==> src/rtl/micro_tile_switch.sv <==
// Shares one 8-bit pad bus across N_TILES micro tiles.
// A select change runs drain -> gate -> reset-hold -> run, so no tile ever sees a truncated clock.
module micro_tile_switch #(
   parameter int N_TILES     = 4,
   parameter int SEL_W       = 2,
   parameter int SYNC_STAGES = 2,
   parameter int RST_HOLD    = 4
) (
   input  logic                   clk,
   input  logic                   rst_n,
   input  logic [SEL_W-1:0]       sel_in,
   input  logic [7:0]             ui_in,
   output logic [7:0]             uo_out,
   output logic [N_TILES-1:0]     tile_clk_en,
   output logic [N_TILES-1:0]     tile_rst_n,
   output logic [8*N_TILES-1:0]   tile_ui_in,
   input  logic [8*N_TILES-1:0]   tile_uo_out,
   output logic [SEL_W-1:0]       active_sel,
   output logic                   busy
);

   typedef enum logic [2:0] {
      S_RUN,
      S_DRAIN,
      S_GATE,
      S_HOLD,
      S_PARK
   } state_t;

   state_t                              state;
   logic [7:0]                          hold_cnt;
   logic [SYNC_STAGES-1:0][SEL_W-1:0]   sync_q;
   logic [SEL_W-1:0]                    sel_sync;
   logic                                sel_change;
   logic                                active_valid;
   logic                                ui_live;
   logic [7:0]                          run_data;

   function automatic logic [N_TILES-1:0] onehot(input logic [SEL_W-1:0] s);
      logic [N_TILES-1:0] v;
      v = '0;
      for (int i = 0; i < N_TILES; i++) begin
         v[i] = (int'(s) == i);
      end
      return v;
   endfunction

   assign sel_sync     = sync_q[SYNC_STAGES-1];
   assign sel_change   = (sel_sync != active_sel);
   assign active_valid = (int'(active_sel) < N_TILES);
   assign ui_live      = (state == S_HOLD) || (state == S_RUN);

   always_ff @(posedge clk or negedge rst_n) begin
      if (!rst_n) begin
         sync_q <= '0;
      end else begin
         sync_q <= {sync_q[SYNC_STAGES-2:0], sel_in};
      end
   end

   always_comb begin
      run_data = '0;
      for (int i = 0; i < N_TILES; i++) begin
         if (int'(active_sel) == i) begin
            run_data = tile_uo_out[8*i +: 8];
         end
      end
   end

   // Input gating depends only on registered state, so the pad path stays purely combinational.
   always_comb begin
      tile_ui_in = '0;
      for (int i = 0; i < N_TILES; i++) begin
         if (ui_live && (int'(active_sel) == i)) begin
            tile_ui_in[8*i +: 8] = ui_in;
         end
      end
   end

   always_ff @(posedge clk or negedge rst_n) begin
      if (!rst_n) begin
         state       <= S_HOLD;
         hold_cnt    <= '0;
         active_sel  <= '0;
         tile_clk_en <= N_TILES'(1);
         tile_rst_n  <= '0;
         uo_out      <= '0;
         busy        <= 1'b1;
      end else begin
         uo_out <= '0;
         case (state)
            S_RUN: begin
               if (sel_change) begin
                  state      <= S_DRAIN;
                  tile_rst_n <= '0;
                  busy       <= 1'b1;
               end else begin
                  uo_out <= run_data;
               end
            end
            // The outgoing tile keeps its clock for one more edge so it sees reset asserted.
            S_DRAIN: begin
               state       <= S_GATE;
               active_sel  <= sel_sync;
               tile_clk_en <= '0;
               tile_rst_n  <= '0;
            end
            S_GATE: begin
               if (active_valid) begin
                  state       <= S_HOLD;
                  hold_cnt    <= '0;
                  tile_clk_en <= onehot(active_sel);
               end else begin
                  state <= S_PARK;
                  busy  <= 1'b0;
               end
            end
            S_HOLD: begin
               if (hold_cnt == 8'(RST_HOLD - 1)) begin
                  state      <= S_RUN;
                  tile_rst_n <= onehot(active_sel);
                  busy       <= 1'b0;
               end else begin
                  hold_cnt <= hold_cnt + 8'd1;
               end
            end
            S_PARK: begin
               if (sel_change) begin
                  state      <= S_GATE;
                  active_sel <= sel_sync;
                  busy       <= 1'b1;
               end
            end
            default: begin
               state       <= S_GATE;
               active_sel  <= sel_sync;
               tile_clk_en <= '0;
               tile_rst_n  <= '0;
               busy        <= 1'b1;
            end
         endcase
      end
   end

endmodule
==> config.mk <==
export PLATFORM = sky130hd
export DESIGN_NAME = micro_tile_switch
export DESIGN_NICKNAME = d
export VERILOG_FILES = /design/src/rtl/micro_tile_switch.sv
export SDC_FILE = /design/constraint.sdc
export NUM_CORES = 1
export LEC_CHECK = 0
export ABC_AREA = 1
export CAP_MARGIN = 20
export CORE_ASPECT_RATIO = 0.5
export CORE_MARGIN = 10
export CORE_UTILIZATION = 27
export CTS_CLUSTER_SIZE = 20
export DETAILED_ROUTE_END_ITERATION = 8
export PLACE_DENSITY_LB_ADDON = 0.08
export SLEW_MARGIN = 20
export SYNTH_ARGS = -nofsm -noshare
export SYNTH_HDL_FRONTEND = slang
export SYNTH_SLANG_ARGS = --single-unit
==> constraint.sdc <==
create_clock -name clk -period 2.1 [get_ports clk]
set_input_delay 0.21 -clock clk [delete_from_list [all_inputs] [get_ports clk]]
set_output_delay 0.21 -clock clk [all_outputs]
set_load 0.03 [all_outputs]
==> results of run 1 <==
## routing by layer
layer  track usage, %  wire (um)
met4             4.35         89
met5                0          0
met2             20.0       3100
met1             12.7       2740
met3             8.61        974
## worst min path at each step
stage                     depth (start not counted)  startpoint            end  slack [ns]
after floorplan                                   0       rst_n  active_sel[0]       -0.09
after global placement                            0   sync_q[1]    sel_sync[1]        0.34
after detailed placement                          0   sync_q[1]    sel_sync[1]        0.34
after CTS                                         0   sync_q[1]    sel_sync[1]        0.35
after global routing                              0   sync_q[1]    sel_sync[1]        0.36
final                                             2       rst_n    hold_cnt[5]        0.35
## cell usage in the layout, fill, tap and decap left out, types with 5 or more instances in the layout
cell / netlist / routed
o21ai_0: 27 / 27
clkdlybuf4s50_1: 0 / 62
a21oi_1: 6 / 6
nand3_1: 21 / 20
clkbuf_16: 0 / 5
nor2_1: 47 / 40
dfrtp_1: 29 / 28
buf_4: 0 / 31
inv_1: 27 / 26
nand4_1: 5 / 5
nand2_1: 64 / 61
buf_12: 0 / 6
nor2_2: 0 / 7
## cell families after synthesis
family	synth area share, %
and+or+nand+nor	31.9
AOI/OAI and AO/OA	11.5
buffers and inverters	9.14
DFF	43.7
adders and majority gates	3.29
xor gates and xnor gates	0.461
## flip-flops by register name, summed over array words and instances (netlist names)
signal       cells
active_sel       2
busy             1
hold_cnt         8
sel_sync         2
state            2
sync_q           2
tile_clk_en      4
tile_rst_n       4
uo_out           8
## per-stage QoR
stage	setup TNS, ns	std cells	hold slack (ns)	cell area (sq um)
after floorplan	0	259	-0.0856	1900
after global placement	0	443	0.338	2940
after detailed placement	0	443	0.337	2940
after CTS	-0.169	451	0.349	3120
after global routing	0	451	0.356	3160
final	0	451	0.346	3160
## where the power goes
| part | internal (mW) | switching, mW |
|---|---|---|
| clock | 0.501 | 0.263 |
| sequential | 0.818 | 0.151 |
| combinational | 0.963 | 1.64 |
| total | 2.28 | 2.05 |
## cell type report
class	count	area, sq um
Sequential cell	33	832
Clock buffer	7	153
Fill cell	641	3590
Tap cell	92	115
Multi-Input combinational cell	188	962
Inverter	31	124
Timing Repair Buffer	99	973
Clock inverter	1	5.00
## critical path, cell delays in order (launching register included)
cell	delay, ns
dfstp_2	0.56
inv_1	0.09
ha_4	0.26
inv_4	0.12
nand3_4	0.14
nor2_2	0.17
buf_12	0.13
## timing repair
action | 4_1_cts | 5_1_grt
endpoints found under the hold margin | 0 | 0
gates resized for setup | 9 | 10
cloned | 0 | 0
setup endpoints to repair | 32 | 32
pin swaps | 0 | 1
==> results.ini, run 1 <==
[routing]
routed_wirelength_um=6910
drt.antenna.violating_nets=0
first_pass_iters=6
wl_per_cell_um=15.3
drc_errors=0
viasPerCell=4.49
via_count=2023
first_iter_violations=91

[worst_setup_path]
crit_type=flip-flop to primary output
cp_data_arrival_time_ns=1.75
required_ns=1.89
rrSetupSlack_ns=0.39
rr_worst_depth=4
reg2reg_from=state[0]
crit_path_start_kind=flip-flop
r2r-end=hold_cnt[2]
crit_fanout=8
endpoint=tile_ui_in[14]
crit_path_end_kind=primary output
startpoint=state[0]

[yosys]
synth_seq_cells=33
synth_seq_area_share_pct=43.7
synth_area_leaders=dfrtp_1, nand2_1, nor2_1
syn-cell-area_sq_mm=0.00190
synth.most_common_cell=nand2_1
synth_edf_count=0
synth_area_per_cell_sq_um=7.34
synth_ff_type=dfrtp_1
synthArstFlopShare_pct=100
synth.top_cell.area_share_pct=38.2
synth_common_cells=nand2_1, nor2_1, dfrtp_1, inv_1, o21ai_0
yosysTopAreaCell=dfrtp_1
synth_cells=259
syn_nets=308
yosysWarnings=0
synth_cell_types=23

[die]
rows=21
die_w_um=139
die_area_sq_mm=0.0110
coreArea_sq_mm=0.00675
start_util_pct=28.2
pin_count=95
die_y_um=79.3

[cells_and_area]
area_delta_synth_final_pct=66.4
drive_gt1_share_pct=20.6
n_antenna_cell=0
nNetsFinal=407
final_util_pct=46.9

[sta]
fin_crit_sh_pct=93.4
worst_slack_ns=0.138
slew_headroom_pct=71.0
worstMarginPinSlew_ns=0.435
hold_viol_final=0
skew_ns=0.00212
finalSetupViolations=0
min_period_ns=1.96
rsz0062_at_grt=false
final_max_slew_viol_count=0
timing.fmax_mhz=510

[global_routing]
antenna_found_initial=0
grt_pass1_wl_um=11100
grt.overflow.total=0
grt_max_degree=34
grt_pass1_vias=2151
grtUsageTotal_pct=12.4

[clock_network]
clk_pin_slew_worst_paths_ns=0.05
hold_buffers=0
cts_tree=done
htree_levels=2
cts_root_buf=clkbuf_16
clkSinkCount=33
clock_path_buffers=2
post_cts_buffers=0
numCtsBuffers=5
worstSkewPairLatency_ns=0.28

[placement]
hpwlAfterDp_um=5590
portBuffers=94
routabilityCongestion=0.796
dp_worst_setup_slack_ns=0.0826

[outcome]
status=finished, final reports clean

[job]
maxCapViolations=0

[power_and_ir_drop]
ir_drop_mv=0.550
leakagePower_nw=1.51
finalPower_mw=4.33
power.density_mw_per_mm2=1370

[worst_hold_path]
hold_path_class=input port to async pin

Power figures use the tool's default switching activity.
==> run 2, diff against run 1 <==
Settings changed: PLACE_DENSITY set to 0.59, PLACE_DENSITY_LB_ADDON 0.08 to unset.
==> run 2 against run 1 <==
Net effect: clock skew rose by 0.0032 ns; first-iteration DRC count is 9.9% higher; core utilization shrank 1.6 points; combinational power down 7.7%; total power decreased by 5.3%; worst setup slack got worse by 0.027 ns; die area unchanged; cell count is 0.44% lower; clock-buffer cell count unchanged; design area fell by 3.4%; critical path type unchanged.
==> results.ini, run 2 (same netlist as run 1, synthesis figures left out) <==
[outcome]
status=finished, final reports clean

[global_routing]
grt_pass1_vias=2114
grt.overflow.total=0
grtUsageTotal_pct=11.4
antenna_found_initial=0
grt_max_degree=34
grt_pass1_wl_um=10300

[worst_hold_path]
hold_depth=0
hold_path_class=flip-flop to flip-flop
whs_endpoint=sel_sync[1]
worstHoldStart=sync_q[1]

[clock_network]
clock_path_buffers=2
numCtsBuffers=5
clkSinkCount=33
cts_tree=done
worstSkewPairLatency_ns=0.28
hold_buffers=0
post_cts_buffers=0
clk_pin_slew_worst_paths_ns=0.05
htree_levels=2
cts_root_buf=clkbuf_16

[worst_setup_path]
rr_worst_depth=4
critPathSlowestCell=dfstp_2
path_buf_inv=3
reg2reg_from=state[0]
crit_fanout=8
required_ns=1.89
cp_data_arrival_time_ns=1.78
crit_type=flip-flop to primary output
max_stage_delay_ns=0.56
crit_chain=inv_1 > ha_4 > inv_2 > nand3_4 > nor2_1 > buf_4
crit_path_start_kind=flip-flop
crit_path_end_kind=primary output
crit_family=flip-flops
r2r-end=hold_cnt[7]
rrSetupSlack_ns=0.38

[cells_and_area]
drive_gt1_share_pct=18.5
n_antenna_cell=0
final_area_sq_mm=0.00306
reg_top3=hold_cnt (8), uo_out (8)
final_common_cell=clkdlybuf4s50_1
final_cell_mix=clkdlybuf4s50_1, nand2_1, nor2_1
final_cells=449
final_util_pct=45.2
area_delta_synth_final_pct=60.7
nNetsFinal=406

[placement]
placed_cells=442
portBuffers=94
placed_cell_area_sq_mm=0.00286
routabilityCongestion=0.769
hpwlAfterDp_um=5190

[power_and_ir_drop]
power_switching_share_pct=48.1
switching_power_mw=1.97
ir_drop_mv=0.384
power_frac_comb_pct=58.6
intPower_mw=2.13
power_frac_clock_pct=17.5
finalPower_mw=4.10
leakagePower_nw=1.47
sequentialPowerShare_pct=23.8
power.density_mw_per_mm2=1340

[sta]
slew_headroom_pct=65.0
final_max_slew_viol_count=0
fin_crit_sh_pct=94.7
skew_ns=0.00535
hold_viol_final=0
min_period_ns=1.99
finalSetupViolations=0
rsz0062_at_grt=false
timing.fmax_mhz=503
worstMarginPinSlew_ns=0.525

[die]
die_y_um=79.3
start_util_pct=28.2
pin_count=95
die_w_um=139
rows=21
coreArea_sq_mm=0.00675
die_area_sq_mm=0.0110

[routing]
wl_per_cell_um=14.6
first_pass_iters=4
via_count=2044
first_iter_violations=100
routed_wirelength_um=6540
drc_errors=0
drt.antenna.violating_nets=0
viasPerCell=4.55

[job]
maxCapViolations=0

## run 2: cell count changes in the layout (fill, tap and decap cells not counted), sizes merged
cell	before	now
buf	37	36
clkinv	1	0
## run 2: cell type report
class | instances | area [sq um]
multi-input cells | 188 | 947
repair buffers | 98 | 898
fillers | 645 | 3700
flip-flops and latches | 33 | 831
inverters | 31 | 121
well taps | 92 | 115
clock buffers | 7 | 143
## run 2: power by group through the flow
| stage | clock network, mW | logic (mW) | registers, mW |
|---|---|---|---|
| 6_report | 0.719 | 2.40 | 0.977 |
| 5_1_grt | 0.771 | 2.62 | 1.00 |
| 4_1_cts | 0.742 | 2.33 | 0.975 |
| 3_5_place_dp | 0 | 2.31 | 0.982 |
| 3_3_place_gp | 0 | 2.28 | 0.971 |
| 2_1_floorplan | 0 | 1.31 | 1.13 |
## run 2: per-stage QoR
stage	setup TNS (ns)	setup WS (ns)	hold slack, ns
2_1_floorplan	0	0.0589	-0.0856
3_3_place_gp	0	0.288	0.336
3_5_place_dp	0	0.199	0.343
4_1_cts	-0.528	-0.0492	0.353
5_1_grt	0	0.000407	0.362
6_report	0	0.110	0.344
## run 2: metal layers
metal	up-vias	share of wire, %	GRT usage [%]	wire, um
met1	953	39	11.9	2580
met5	-	0	0	0
li1	1018	-	-	-
met2	60	52	21.0	3420
met4	0	2.3	4.87	150
met3	13	6.0	3.62	395
## run 2: what timing repair did
action                                  CTS  global route
endpoints found under the setup margin   21            32
pin swaps                                 0             1
resized for setup                         1            13
## run 2: worst max-delay path by stage
stage                             start             end  cells after the start
after floorplan                state[0]   tile_ui_in[0]                      6
after global placement         state[0]  tile_ui_in[10]                      6
after detailed placement       state[0]   tile_ui_in[9]                      6
after CTS                      state[0]  tile_ui_in[30]                      6
after global routing      active_sel[1]  tile_ui_in[17]                      5
final                          state[0]  tile_ui_in[13]                      6
==> variant 1: new RTL, config.mk and constraints of run 2 <==
Re-encode `state_t` (5 states) as one-hot, 5 bits wide.
--- a/src/rtl/micro_tile_switch.sv
+++ b/src/rtl/micro_tile_switch.sv
@@ -19,12 +19,12 @@
    output logic                   busy
 );
 
-   typedef enum logic [2:0] {
-      S_RUN,
-      S_DRAIN,
-      S_GATE,
-      S_HOLD,
-      S_PARK
+   typedef enum logic [4:0] {
+      S_RUN   = 5'b00001,
+      S_DRAIN = 5'b00010,
+      S_GATE  = 5'b00100,
+      S_HOLD  = 5'b01000,
+      S_PARK  = 5'b10000
    } state_t;
 
    state_t                              state;
Check against the original RTL: no difference found for any inputs over 10 cycles, from zero or initial values and one cycle with rst_n low; not proved beyond that.
==> variant 1 against run 2 <==
Setup slack got worse by 24 ps; wire length is 3.1% higher; synthesized area increased by 4.7%; total power down 9.0%; largest power group unchanged; final cell count up 1.1%; sequential cell count is 2 higher; critical endpoint is now tile_ui_in[1]; clock power is 13% higher; cell area grew 2.6%.
==> variant 1: results (changes against run 2) <==
** Logic synthesis
- Fraction of synthesized cell area in xor and xnor cells :: 0.440% (-0.021 points)
- Ranking of synthesized cells by instance count :: 52 x sky130_fd_sc_hd__nand2_1, 50 x sky130_fd_sc_hd__nor2_1, 32 x sky130_fd_sc_hd__dfrtp_1, 24 x sky130_fd_sc_hd__inv_1, 21 x sky130_fd_sc_hd__nand3_1
- Total nets after synthesis :: 307 (-0.32%)
- The fraction of the mapped netlist area in compound gates was 9.81% (-1.7 points).
- Count of different cell masters after synthesis :: 33 (+43%)
- Largest cells by area after synthesis :: sky130_fd_sc_hd__dfrtp_1 40%, sky130_fd_sc_hd__nand2_1 9.8%, sky130_fd_sc_hd__nor2_1 9.4%

** Outcome
- The flow ran to the end, and the final reports show no timing, DRC or antenna violations.

** GRT
- Global-route wire length before repair :: 11000 µm (+6.6%)
- The met2 capacity usage during global routing came to 22.0% (+1.0 points).
- Pin count of the biggest net entering global routing :: 36 (+5.9%)
- Global routing usage summed across all routing layers :: 11.8% (+0.42 points)
- The met3 track demand over resource came to 3.17% (-0.45 points).
- Met1 usage :: 12.8% (+0.92 points)

** Route
- Routed wl met3 :: 483 µm (+22%)
- Wl on met1 :: 2820 µm (+9.5%)
- DR WL/cell :: 14.9 µm (+2.0%)
- Violation count after the first detailed-route iteration :: 110 (+10%)
- Detailed-route via count :: 2076 (+1.6%)

** Finish
- The layout buffering overhead excluding clock cells was 29.3% (-0.14 points).
- Filler cells :: 653 (+1.2%)
- The final core utilization came to 45.4% (+0.11 points).
- #MultiIn Comb :: 190 (+1.1%)
- Non-clock inverter total of the final layout :: 30 (-3.2%)
- The clock buffer count in the final layout is 6 (-1).
- NumNets Final :: 407 (+0.25%)
- Layout buffer count excluding clock buffers :: 100 (+2.0%)
- The fraction of final layout cells with drive strength greater than 1 is 18.5% (+0.021 points).
- The multi-input logic area came to 950 µm² (+0.26%).
- Seq area share :: 28.1% (+0.87 points)

** Placement
- The placer's final routability congestion estimate came to 0.858 (+12%).
- Dpl cell area :: 2970 µm² (+4.2%)
- Detailed placement HPWL :: 5340 µm (+2.9%)
- The minimum setup slack after placement is 111 ps (-87.9 ps).

** Clock network
- Clock sink count :: 35 (+6.1%)

** Hold path
- Kind of path behind the tightest hold check :: input port to async pin

** Power
- Peak VDD IR :: 0.516 mV (+34%)
- Psw :: 1650 µW (-16%)
- Lkg Pwr :: 0.00152 µW (+3.7%)

** Critical path
- Largest stage delay on the critical path :: 410 ps (-150 ps)
- Highest-delay cell along the critical path :: sky130_fd_sc_hd__dlygate4sd2_1

** Timing
- Max transition margin :: 69.2% (+4.2 points)
[variant 1: power groups by stage]
stage	Sequential, µW	Combinational, µW	Clock (µW)
after detailed placement	938	2010	0
after floorplan	1100	1170	0
after global placement	930	1990	0
after CTS	927	2000	828
final	927	1990	812
after global routing	945	2220	860
[variant 1: final timing paths]
check	from	to	slack, ps	cells after the start
max	state[1]$_DFFE_PN0P_	tile_ui_in[1]	90	8
min	rst_n	hold_cnt[4]$_DFFE_PN0P_	350	2
max reg2reg	active_sel[0]$_DFFE_PN0P_	uo_out[6]$_DFF_PN0_	540	6
min reg2reg	sync_q[1]$_DFF_PN0_	sel_sync[1]$_DFF_PN0_	350	0
max in group asynchronous	rst_n	busy$_DFFE_PN1P_	1400	2
min in group clk	sync_q[1]$_DFF_PN0_	sel_sync[1]$_DFF_PN0_	350	0
[variant 1: per-stage QoR]
step,cells,hold slack (ps)
2_1_floorplan,262,-85.6
3_3_place_gp,447,338
3_5_place_dp,447,340
4_1_cts,454,352
5_1_grt,454,355
6_report,454,345
==> variant 2: new RTL, settings of run 2 <==
Made on the original files. `SEL_W`: 2 -> 3.
--- a/src/rtl/micro_tile_switch.sv
+++ b/src/rtl/micro_tile_switch.sv
@@ -2,7 +2,7 @@
 // A select change runs drain -> gate -> reset-hold -> run, so no tile ever sees a truncated clock.
 module micro_tile_switch #(
    parameter int N_TILES     = 4,
-   parameter int SEL_W       = 2,
+   parameter int SEL_W       = 3,
    parameter int SYNC_STAGES = 2,
    parameter int RST_HOLD    = 4
 ) (
Ports: changed (resized active_sel and sel_in); port bits go from 95 to 97. The function was not compared with the original's and may differ.
==> variant 2 against run 2 <==
Cell area up 8.1%; clock skew up 0.66 ps; setup slack got worse by 18 ps; sequential cell count rose by 4; count of clock-buffer cells in the layout decreased by 1; critical path type unchanged; wire length increased by 8.9%; utilization decreased by 0.30 points; critical endpoint is now tile_ui_in[12]; clock power increased by 18%; total power rose by 6.8%; combinational power increased by 2%; synthesized area is 8.0% higher; sequential share of layout area rose by 0.99 points.
==> variant 2: results (changes against run 2) <==
** Outcome
- The run finished with clean final reports.

** Critical path
- The number of cells traversed by the worst register-to-register path came to 10 (+6).
- The worst register-to-register path begins at state[1]$_DFFE_PN1P_.
- The critical path ends at tile_ui_in[12].
- R2R setup slack :: 300 ps (-80 ps)
- Worst flop-to-flop path endpoint :: hold_cnt[3]$_DFFE_PN0P_
- Largest stage delay on the critical path :: 390 ps (-170 ps)
- Broken down by cell family, the worst path's largest delay share belongs to simple AND/OR/NAND/NOR gates.

** Finish
- The fill cell total of the finished layout is 730 (+13%).
- The final non-filler cell total came to 483 (+7.6%).
- Share of layout cells above drive strength 1 :: 20.4% (+1.9 points)

** Logic synthesis
- Count of different cell masters after synthesis :: 26 (+13%)
- The synthesized netlist net count came to 325 (+5.5%).
- Ranking of synthesized cells by instance count :: 54 x sky130_fd_sc_hd__nor2_1, 46 x sky130_fd_sc_hd__nand2_1, 39 x sky130_fd_sc_hd__o21ai_0, 34 x sky130_fd_sc_hd__inv_1, 33 x sky130_fd_sc_hd__dfrtp_1
- The share of synthesized area occupied by flip-flops and latches is 45.3% (+1.7 points).
- Largest cells by area after synthesis :: sky130_fd_sc_hd__dfrtp_1 40%, sky130_fd_sc_hd__nor2_1 9.9%, sky130_fd_sc_hd__o21ai_0 9.5%
- Number of instances in the synthesized netlist :: 279 (+7.7%)

** Power
- The leakage power is 0.00159 µW (+8.6%).
- The proportion of power drawn by flip-flops and latches was 24.9% (+1.1 points).
- Combinational power :: 2440 µW (+2%)
- Total power of the final layout :: 4380 µW (+6.8%)

** Hold path
- Kind of path behind the tightest hold check :: input port to async pin

** Timing
- The setup skew after layout was 6.02 ps (+0.664 ps).
- Max transition margin :: 44.0% (-21 points)

** Route
- Detailed-route via count :: 2189 (+7.1%)
- The routed wire length on met2 came to 3630 µm (+6.0%).
- The wire length on met1 came to 2920 µm (+14%).

** GRT
- Global-route wire length before repair :: 11100 µm (+7.7%)
- Met1 usage :: 13.2% (+1.3 points)
- Global routing usage summed across all routing layers :: 11.7% (+0.33 points)
- The largest net degree at the start of global routing is 38 (+12%).

** Placement
- The cell count after placement came to 473 (+7.0%).
- GPL Wtd Cong :: 0.824 (+7.2%)
==> variant 2: repair_timing <==
action	CTS	global route
resized for setup	1	8
setup endpoints to repair	1	30
buffers inserted	0	2
pin swaps	0	4
hold buffers	0	0
==> variant 2: cell families (layout without fill, tap and decap cells) <==
| group | count (synthesis) | in the layout | share of synthesized area (%) |
|---|---|---|---|
| AO/OA/AOI/OAI | 50 | 50 | 12.2 |
| XOR/XNOR | 3 | 3 | 1.28 |
| adder cells (fa/ha/maj) | 1 | 1 | 0.609 |
| buffers and inverters | 43 | 151 | 7.98 |
| flip-flops | 37 | 37 | 45.3 |
| AND/OR/NAND/NOR | 145 | 145 | 32.6 |
==> variant 2: layout make-up <==
| class | instances | share of cell area [%] |
|---|---|---|
| Clock buffer | 6 | 3.90 |
| Sequential cell | 37 | 28.2 |
| Tap cell | 96 | 3.64 |
| Multi-Input combinational cell | 199 | 30.4 |
| Timing Repair Buffer | 103 | 28.1 |
| Clock inverter | 2 | 1.17 |
| Inverter | 40 | 4.58 |
